<file path="src/rtl/note_sequencer.sv">
// Melody playback sequencer: fetches note words, times note/space periods in sample ticks,
// and drives the tone generator. Define NOTE_SEQ_ONESHOT_EN to stop after one pass.
module note_sequencer #(
  parameter int TICK_SAMPLES = 5468,
  parameter int MELODY_LEN   = 212,
  parameter int ADDR_BITS    = 8,
  parameter int NUM_NOTES    = 12
) (
  input  logic                 clk,
  input  logic                 rst_n,
  input  logic                 start,
  input  logic                 stop,
  input  logic                 sample_tick,
  output logic                 rom_req,
  output logic [ADDR_BITS-1:0] rom_addr,
  input  logic                 rom_valid,
  input  logic [4:0]           rom_data,
  output logic [3:0]           note_out,
  output logic                 gate,
  output logic                 busy,
  output logic                 loop_done
);

  localparam int CNT_BITS = $clog2(7 * TICK_SAMPLES);
  typedef logic [CNT_BITS-1:0] cnt_t;

  localparam cnt_t SHORT_LAST = cnt_t'(3 * TICK_SAMPLES - 1);
  localparam cnt_t LONG_LAST  = cnt_t'(7 * TICK_SAMPLES - 1);
  localparam cnt_t SPACE_LAST = cnt_t'(TICK_SAMPLES - 1);
  localparam logic [ADDR_BITS-1:0] LAST_ADDR = ADDR_BITS'(MELODY_LEN - 1);

  typedef enum logic [1:0] {
    IDLE,
    FETCH,
    NOTE,
    SPACE
  } state_t;

  state_t               state, state_nx;
  cnt_t                 cnt, cnt_nx;
  logic                 len_long, len_long_nx;
  logic [ADDR_BITS-1:0] addr_nx;
  logic [3:0]           note_nx;
  logic                 gate_nx, req_nx, busy_nx, loop_done_nx;

  // NOTE: every output is a flop, so the comb block computes next values and the
  // register block only copies them; non-blocking assignments keep all flops
  // updating from the same pre-edge snapshot.
  always_ff @(posedge clk) begin
    if (!rst_n) begin
      state     <= IDLE;
      cnt       <= '0;
      len_long  <= 1'b0;
      rom_addr  <= '0;
      note_out  <= '0;
      gate      <= 1'b0;
      rom_req   <= 1'b0;
      busy      <= 1'b0;
      loop_done <= 1'b0;
    end else begin
      state     <= state_nx;
      cnt       <= cnt_nx;
      len_long  <= len_long_nx;
      rom_addr  <= addr_nx;
      note_out  <= note_nx;
      gate      <= gate_nx;
      rom_req   <= req_nx;
      busy      <= busy_nx;
      loop_done <= loop_done_nx;
    end
  end

  // NOTE: each next value defaults to "hold" before the case statement so no
  // path leaves a variable unassigned, which would otherwise infer a latch.
  always_comb begin
    state_nx     = state;
    cnt_nx       = cnt;
    len_long_nx  = len_long;
    addr_nx      = rom_addr;
    note_nx      = note_out;
    gate_nx      = gate;
    req_nx       = rom_req;
    loop_done_nx = 1'b0;

    if (stop) begin
      // Abort wins over everything, including a fetch completing this cycle.
      state_nx = IDLE;
      cnt_nx   = '0;
      addr_nx  = '0;
      gate_nx  = 1'b0;
      req_nx   = 1'b0;
    end else begin
      unique case (state)
        IDLE: begin
          if (start) begin
            state_nx = FETCH;
            addr_nx  = '0;
            cnt_nx   = '0;
            req_nx   = 1'b1;
          end
        end

        FETCH: begin
          req_nx  = 1'b1;
          gate_nx = 1'b0;
          if (rom_valid) begin
            state_nx    = NOTE;
            note_nx     = rom_data[4:1];
            len_long_nx = rom_data[0];
            // Out-of-range codes are rests: timed like a note but silent.
            gate_nx     = (int'(rom_data[4:1]) < NUM_NOTES);
            req_nx      = 1'b0;
            cnt_nx      = '0;
          end
        end

        NOTE: begin
          if (sample_tick) begin
            if (cnt == (len_long ? LONG_LAST : SHORT_LAST)) begin
              state_nx = SPACE;
              cnt_nx   = '0;
              gate_nx  = 1'b0;
            end else begin
              cnt_nx = cnt + cnt_t'(1);
            end
          end
        end

        SPACE: begin
          if (sample_tick) begin
            if (cnt == SPACE_LAST) begin
              cnt_nx = '0;
              if (rom_addr == LAST_ADDR) begin
                addr_nx      = '0;
                loop_done_nx = 1'b1;
`ifdef NOTE_SEQ_ONESHOT_EN
                state_nx     = IDLE;
`else
                state_nx     = FETCH;
                req_nx       = 1'b1;
`endif
              end else begin
                addr_nx  = rom_addr + 1'b1;
                state_nx = FETCH;
                req_nx   = 1'b1;
              end
            end else begin
              cnt_nx = cnt + cnt_t'(1);
            end
          end
        end

        default: begin
          state_nx = IDLE;
          req_nx   = 1'b0;
          gate_nx  = 1'b0;
        end
      endcase
    end

    busy_nx = (state_nx != IDLE);
  end

endmodule
</file>
<file path="config.mk">
export PLATFORM = sky130hd
export DESIGN_NAME = note_sequencer
export DESIGN_NICKNAME = d
export VERILOG_FILES = /design/src/rtl/note_sequencer.sv
export SDC_FILE = /design/constraint.sdc
export NUM_CORES = 1
export LEC_CHECK = 0
export BUFFER_PORTS_ARGS = -buffer_cell sky130_fd_sc_hd__buf_4
export CORE_AREA = 3 3 77 61
export DETAILED_ROUTE_END_ITERATION = 10
export DIE_AREA = 0 0 80 64
export PLACE_DENSITY_LB_ADDON = 0.15
export SYNTH_ARGS = -nofsm -noshare
export SYNTH_HDL_FRONTEND = slang
export SYNTH_SLANG_ARGS = --single-unit
</file>
<file path="constraint.sdc">
create_clock -name clk -period 5.43 [get_ports clk]
set_clock_uncertainty 0.05 [all_clocks]
set_input_delay 1.086 -clock clk [delete_from_list [all_inputs] [get_ports clk]]
set_output_delay 1.086 -clock clk [all_outputs]
set_load 0.02 [all_outputs]
</file>
==> metrics, run 1 <==
CP Launch Point sample_tick; Die H 64 um; most common cell in the netlist dfxtp_1; largest fanout on the critical path 5; combinational share of power 0.064; Core Area 4004 sq um; die area 5120 sq um; setup TNS 0 ns; Area Overhead vs Synth 17.89%; Yosys top cell by area dfxtp_1; Syn Area/Cell 8.332 sq um; Synth area leaders dfxtp_1 39%, nand2_1 4.8%, nand3_1 4.5%; Max Clock Freq 430.7 MHz; antenna fix cells 0; Post-synth EDFFs 0; placer congestion estimate 0.8002; PD cells 222.3 nW/um^2; Synth top area share 0.3930; internal power 0.3613 mW; Slew @ Worst Pin 0.7415 ns; Root Driver clkbuf_8; Setup CP Type in2reg; slew margin rel. 0.5056; switching part of the total power 0.2269; final setup fails 0; fill count 411; register area share after synthesis 0.3930; CTS tree built; worst path arrival time 2.47 ns; Slew Viols, Final 0; Max VDD drop 176.8 uV; Max Cap Viol 0; CTS sink cnt 35; vias per std cell 5.386; Worst R2R Start cnt[11]$_SDFFE_PP0P_; total power 0.4673 mW; FF-to-FF setup slack 3.12 ns; Synth warnings 0; Rows 20; largest net degree at the start of global routing 17; ys async rst share 0; # IOs 27; Overall Global Routing Usage 0.1671; post-CTS sizing 0; DRC Markers 0; RSZ-0062 raised after global routing no; clock network power share 0.377; vias in the first global route 1,436; fin crit share 0.4275; Psw 0.1060 mW; Pleak 0.7349 nW; crit path time final 2.322 ns; HP Start cnt[1]$_SDFFE_PP0P_; Distinct cells, synth 40; share of cells above drive strength 1 0.1687; post-detailed-route count of antenna-violating nets 0; CP Launch Type input port; total iterations of the first detailed-routing run 4; via count 1,605; initial antenna violation count 0; status finished, final reports clean; worst path required time 5.58 ns; Reg power frac 0.559; I/O Buffers 26; CTS H-tree depth 2; starting DRC count in detailed routing 150; CP endpoint kind flip-flop; Post-Synthesis Net Count 227; Starting Density 0.4453; detail-routed net length per standard cell 13.16 um; Syn Inst Count 214; hold buffers post-CTS 0; CTS Buffer Depth 2; Seq cells post-synth 35; fin nets 255; worst skew pair latency 0.28 ns; Final HPWL DP 2.888 mm; grt total ovfl 0; Die X 80 um; ys flop type dfxtp_1; Post-synth top cells 35 x dfxtp_1, 23 x nand2_1, 21 x nor2_1; CTS clock-pin slew for the worst setup and hold paths 0.07 ns; first-pass GRT wire length 6.768 mm; worst hold path type reg2reg; Fin. Hold Viols 0; CTS buffer count 5; Synth Cell Area 1783 sq um; post-CTS setup buffer count 0; Routed WL 3.922 mm
## stage by stage
stage	setup slack, ns	util	area (sq um)	hold WS (ns)	instances
floorplan	3.006	-	1783	0.3992	214
global placement	2.856	0.5047	2021	0.4130	290
detailed placement	2.810	0.5047	2021	0.4150	290
CTS	3.114	0.5250	2102	0.4245	298
global route	2.866	0.5250	2102	0.4469	298
finish	3.108	0.5250	2102	0.4274	298
## path summary, 6_finish.rpt
kind	to	cells after the start
hold reg to reg	cnt[1]$_SDFFE_PP0P_	2
setup / recovery	cnt[14]$_SDFFE_PP0P_	6
setup reg to reg	cnt[4]$_SDFFE_PP0P_	6
hold / removal	cnt[1]$_SDFFE_PP0P_	2
## state kept, by name, indices dropped and copies added (netlist names)
name / count
gate: 1
cnt: 16
loop_done: 1
note_out: 4
rom_req: 1
len_long: 1
rom_addr: 8
state: 2
busy: 1
## power groups by stage
stage          Sequential, mW  Clock, mW  Combinational (mW)
6_report                0.261      0.176              0.0298
5_1_grt                 0.261      0.196              0.0330
4_1_cts                 0.261      0.183              0.0300
3_5_place_dp            0.267          0              0.0299
3_3_place_gp            0.267          0              0.0300
2_1_floorplan           0.267          0              0.0167
## final cells by class
cell class | count | area [sq um] | share of cell area
Clock buffer | 7 | 76.32 | 0.03631
Clock inverter | 1 | 5.005 | 0.002381
Inverter | 5 | 18.77 | 0.008929
Multi-Input combinational cell | 169 | 1037 | 0.4934
Sequential cell | 35 | 700.7 | 0.3333
Tap cell | 55 | 68.82 | 0.03274
Timing Repair Buffer | 26 | 195.2 | 0.09286
## logic make-up (layout without fill, tap and decap cells)
kind of cell | Yosys count | count (layout) | synth area share
and+or+nand+nor | 108 | 108 | 0.3291
adders and majority gates | 2 | 2 | 0.01403
buffers and inverters | 10 | 39 | 0.02526
AOI/OAI and AO/OA | 46 | 46 | 0.1712
muxes | 1 | 1 | 0.008419
DFF | 35 | 35 | 0.3930
xor gates and xnor gates | 12 | 12 | 0.05895
## metal layers
metal | vias up | share of wire | GRT usage | wire, um
met5 | - | 0 | 0 | 0
met4 | 0 | 0.0048 | 0.04852 | 19
met3 | 2 | 0.059 | 0.05352 | 230
met2 | 34 | 0.41 | 0.2345 | 1627
met1 | 741 | 0.52 | 0.2422 | 2045
li1 | 828 | - | - | -
## layout by cell type, fill, tap and decap left out, types with 2 or more instances in the layout
| master | Yosys | layout |
|---|---|---|
| buf_4 | 1 | 26 |
| nand4_1 | 2 | 2 |
| or4_1 | 2 | 2 |
| and4b_1 | 3 | 3 |
| nor4_2 | 2 | 2 |
| nor2_1 | 21 | 21 |
| nor3_1 | 7 | 7 |
| nor2b_1 | 5 | 5 |
| a31oi_1 | 3 | 3 |
| nor4bb_1 | 2 | 2 |
| xnor2_1 | 5 | 5 |
| clkbuf_1 | 1 | 2 |
| ha_1 | 2 | 2 |
| nand2_1 | 23 | 23 |
| nand2b_1 | 5 | 5 |
| xor2_1 | 7 | 7 |
| o21ai_0 | 10 | 10 |
| clkbuf_8 | 0 | 5 |
| and3_1 | 8 | 8 |
| dfxtp_1 | 35 | 35 |
| o21ai_2 | 3 | 3 |
| a21boi_0 | 5 | 5 |
| a21oi_1 | 15 | 15 |
| nor4_1 | 2 | 2 |
| nand4b_1 | 5 | 5 |
| inv_1 | 5 | 5 |
| a21o_1 | 2 | 2 |
| o211ai_1 | 3 | 3 |
| nand3_1 | 16 | 16 |
## critical path, stage by stage
cell	delay [ns]
buf_4	0.10
nand2b_1	0.18
o2111ai_4	0.16
or3_1	0.38
or4_1	0.39
a31oi_1	0.16
Note: power is estimated with default switching activity, not from simulation.
==> run 2, diff against run 1 <==
--- a/config.mk
+++ b/config.mk
@@ -5,10 +5,11 @@
 export SDC_FILE = /design/constraint.sdc
 export NUM_CORES = 1
 export LEC_CHECK = 0
+export ABC_AREA = 1
 export BUFFER_PORTS_ARGS = -buffer_cell sky130_fd_sc_hd__buf_4
-export CORE_AREA = 3 3 77 61
+export CORE_AREA = 3 3 84 66
 export DETAILED_ROUTE_END_ITERATION = 10
-export DIE_AREA = 0 0 80 64
+export DIE_AREA = 0 0 87 69
 export PLACE_DENSITY_LB_ADDON = 0.15
 export SYNTH_ARGS = -nofsm -noshare
 export SYNTH_HDL_FRONTEND = slang
==> constraint.sdc (replaced) <==
create_clock -name clk -period 2.15 [get_ports clk]
set_clock_uncertainty 0.05 [all_clocks]
set_input_delay 0.43 -clock clk [delete_from_list [all_inputs] [get_ports clk]]
set_output_delay 0.43 -clock clk [all_outputs]
set_load 0.02 [all_outputs]
==> run 2 against run 1 <==
  * Die area grew 17%
  * Global-route usage grew 2.5 points
  * Sequential power grew to 2.5 times the previous value
  * First-iteration DRC count shrank 15%
  * Power grew to 2.8 times the previous value
  * Largest cell class unchanged
  * Sequential cell count is the same
  * Synthesized cell count grew 63%
  * Area after synthesis grew 19%
  * Setup slack lost 2.8 ns
  * Worst hold slack lost 0.12 ns
==> metrics, run 2 <==
status finished, final reports clean; Reg power frac 0.504 (-0.055); Routed WL 5.491 mm (+40%); Slew @ Worst Pin 0.5073 ns (-0.2342 ns); Rows 22 (+10%); Post-Synthesis Net Count 362 (+59%); fin crit share 0.8489; Placement Setup Slack 0.3694 ns (-2.441 ns); Root Driver clkbuf_8; Die X 87 um (+8.8%); hold buffers post-CTS 0 (unchanged); post-CTS setup buffer count 0 (unchanged); commonest non-fill, non-tap cell in the layout nand2_1; ys async rst share 0 (unchanged); Pleak 1.141 nW (+55%); via count 2,256 (+41%); final worst setup slack 0.3249 ns (-2.783 ns); Bufs and invs on worst path 0 (-1); largest fanout on the critical path 10 (+5); total iterations of the first detailed-routing run 5 (+1); Die H 69 um (+7.8%); Seq. cell area 700.7 sq um (unchanged); CTS tree built; Max Clock Freq 547.9 MHz; die area 6003 sq um (+17%); combinational share of power 0.095 (+0.031); Core Area 4817 sq um (+20%); placer congestion estimate 0.9032 (+13%); worst path arrival time 1.95 ns (-0.52 ns); CTS clock-pin slew for the worst setup and hold paths 0.07 ns (about the same); Setup CP Type reg2reg; Fin. Hold Viols 0 (unchanged); Yosys top cell by area dfxtp_1; Top delay family on crit path simple AND/OR/NAND/NOR gates; clock network power share 0.401 (+0.024); first-pass GRT wire length 9.315 mm (+38%); fill count 502 (+22%); biggest regs cnt (16), rom_addr (8), note_out (4); ys flop type dfxtp_1; grt total ovfl 0 (unchanged); post-detailed-route count of antenna-violating nets 0 (unchanged); I/O Buffers 26 (unchanged); placed cell count 433 (+49%); CTS sink cnt 35 (unchanged); vias per std cell 5.116 (-5.0%); DRC Markers 0 (unchanged); Area Overhead vs Synth 16.92%; critical-path cell list ha_1 -> nand2_1 -> nor2_1 -> nand2_1 -> nor2_1 -> nand2_1 -> nand2_1 -> nand3_4 -> nand2_1 -> nor2_1; CTS Buffer Depth 2 (unchanged); CTS H-tree depth 2 (unchanged); Synth area leaders dfxtp_1 33%, nand2_1 15%, nor2_1 11%; CTS buffer count 5 (unchanged); Starting Density 0.4405 (-0.004793); most common cell in the netlist nand2_1; initial antenna violation count 0 (unchanged); max incr delay on CP 0.39 ns (about the same); # IOs 27 (unchanged); CP endpoint kind flip-flop; post-CTS sizing 0 (unchanged); antenna fix cells 0 (unchanged); switching part of the total power 0.2454 (+0.01848); crit path time final 1.825 ns; CP Launch Type flip-flop; fin cells 441 (+48%); largest net degree at the start of global routing 15 (-2); fin nets 393 (+54%); vias in the first global route 2,035 (+42%); Slew Viols, Final 0 (unchanged); Distinct cells, synth 29 (-28%); detail-routed net length per standard cell 12.45 um (-5.4%); Syn Area/Cell 6.080 sq um (-27%); worst path required time 2.27 ns (-3.31 ns); Synth warnings 0 (unchanged); Final HPWL DP 4.312 mm (+49%); Overall Global Routing Usage 0.1926 (+0.02549); Max VDD drop 254.6 uV (+44%); Psw 0.3223 mW (+200%); internal power 0.9912 mW (+170%); max FFs per register 16 (unchanged); worst skew pair latency 0.29 ns (about the same); Seq cells post-synth 35 (unchanged); Post-synth top cells 83 x nand2_1, 63 x nor2_1, 47 x inv_1; Syn Inst Count 349 (+63%); PD cells 529.4 nW/um^2 (+140%); RSZ-0062 raised after global routing no; Max Cap Viol 0 (unchanged); slew margin rel. 0.6618 (+0.1562); share of cells above drive strength 1 0.1444 (-0.02437); register area share after synthesis 0.3302 (-0.06279); Synth top area share 0.3302 (-0.06279); most flop-heavy register cnt; worst hold path type in2reg; slowest CP cell dfxtp_1; final setup fails 0 (unchanged); Crit path top cell by count nand2_1; Post-synth EDFFs 0 (unchanged); Synth Cell Area 2122 sq um (+19%); footprint of the multi-input gates 1189 sq um (+15%); starting DRC count in detailed routing 127 (-15%); setup TNS 0 ns (unchanged); most frequent cells in the layout 83 x nand2_1, 63 x nor2_1, 47 x inv_1
==> run 2: changes by cell type after synthesis, moves of 7 or more <==
cell	delta
and3_1	-8
inv_1	+42
inv_2	+8
nand2_1	+60
nand3_1	+22
nand4_1	+10
nor2_1	+42
xor2_1	-7
==> run 2: per-stage QoR <==
step	util	power (mW)	hold WS, ns	instance area, sq um
after floorplan	-	0.7562	0.4213	2122
after global placement	0.4943	0.7997	0.4410	2381
after detailed placement	0.4943	0.7999	0.4452	2381
after CTS	0.5151	1.334	0.3022	2481
after global routing	0.5151	1.367	0.3215	2481
final	0.5151	1.313	0.3105	2481
==> run 2: tightest hold or removal path: cells and delay by family <==
kind	cells	cell delay [ns]
simple gates	2	0.11
buf+inv	1	0.07
==> run 2: power groups by stage <==
stage | registers [mW] | clock network (mW) | logic [mW]
after CTS | 0.662 | 0.548 | 0.123
after global placement | 0.677 | 0 | 0.123
after detailed placement | 0.677 | 0 | 0.123
final | 0.662 | 0.527 | 0.125
after global routing | 0.663 | 0.566 | 0.137
after floorplan | 0.680 | 0 | 0.0758
==> run 2: final timing paths <==
path,from,endpoint,slack (ns),cells after the start
max reg2reg,cnt[0]$_SDFFE_PP0P_,cnt[9]$_SDFFE_PP0P_,0.32,10
min reg2reg,rom_addr[1]$_SDFFE_PP0P_,rom_addr[1]$_SDFFE_PP0P_,0.46,2
max,cnt[0]$_SDFFE_PP0P_,cnt[9]$_SDFFE_PP0P_,0.32,10
min,rom_data[0],len_long$_SDFFE_PN0P_,0.31,3
==> run 2: layout make-up <==
cell class                 count  share of cell area
clock buffer                   8             0.04034
inverter                      55             0.08321
multi-input combinational    255              0.4791
sequential                    35              0.2824
tap                           60             0.03026
timing repair buffer          28             0.08472
==> run 2: kinds of logic (layout without fill, tap and decap cells) <==
logic type	after synthesis	count (layout)	share of synthesized area
simple gates	216	216	0.4499
buf+inv	59	91	0.1097
compound gates	37	37	0.09847
flops	35	35	0.3302
fa+ha+maj	2	2	0.01179
==> run 2: routing by layer <==
metal,wire [um],GRT usage,vias to the layer above
met1,2877,0.3015,1000
met3,504,0.04062,4
met4,43,0.05017,0
li1,-,-,1179
met5,0,0,-
met2,2065,0.2612,73
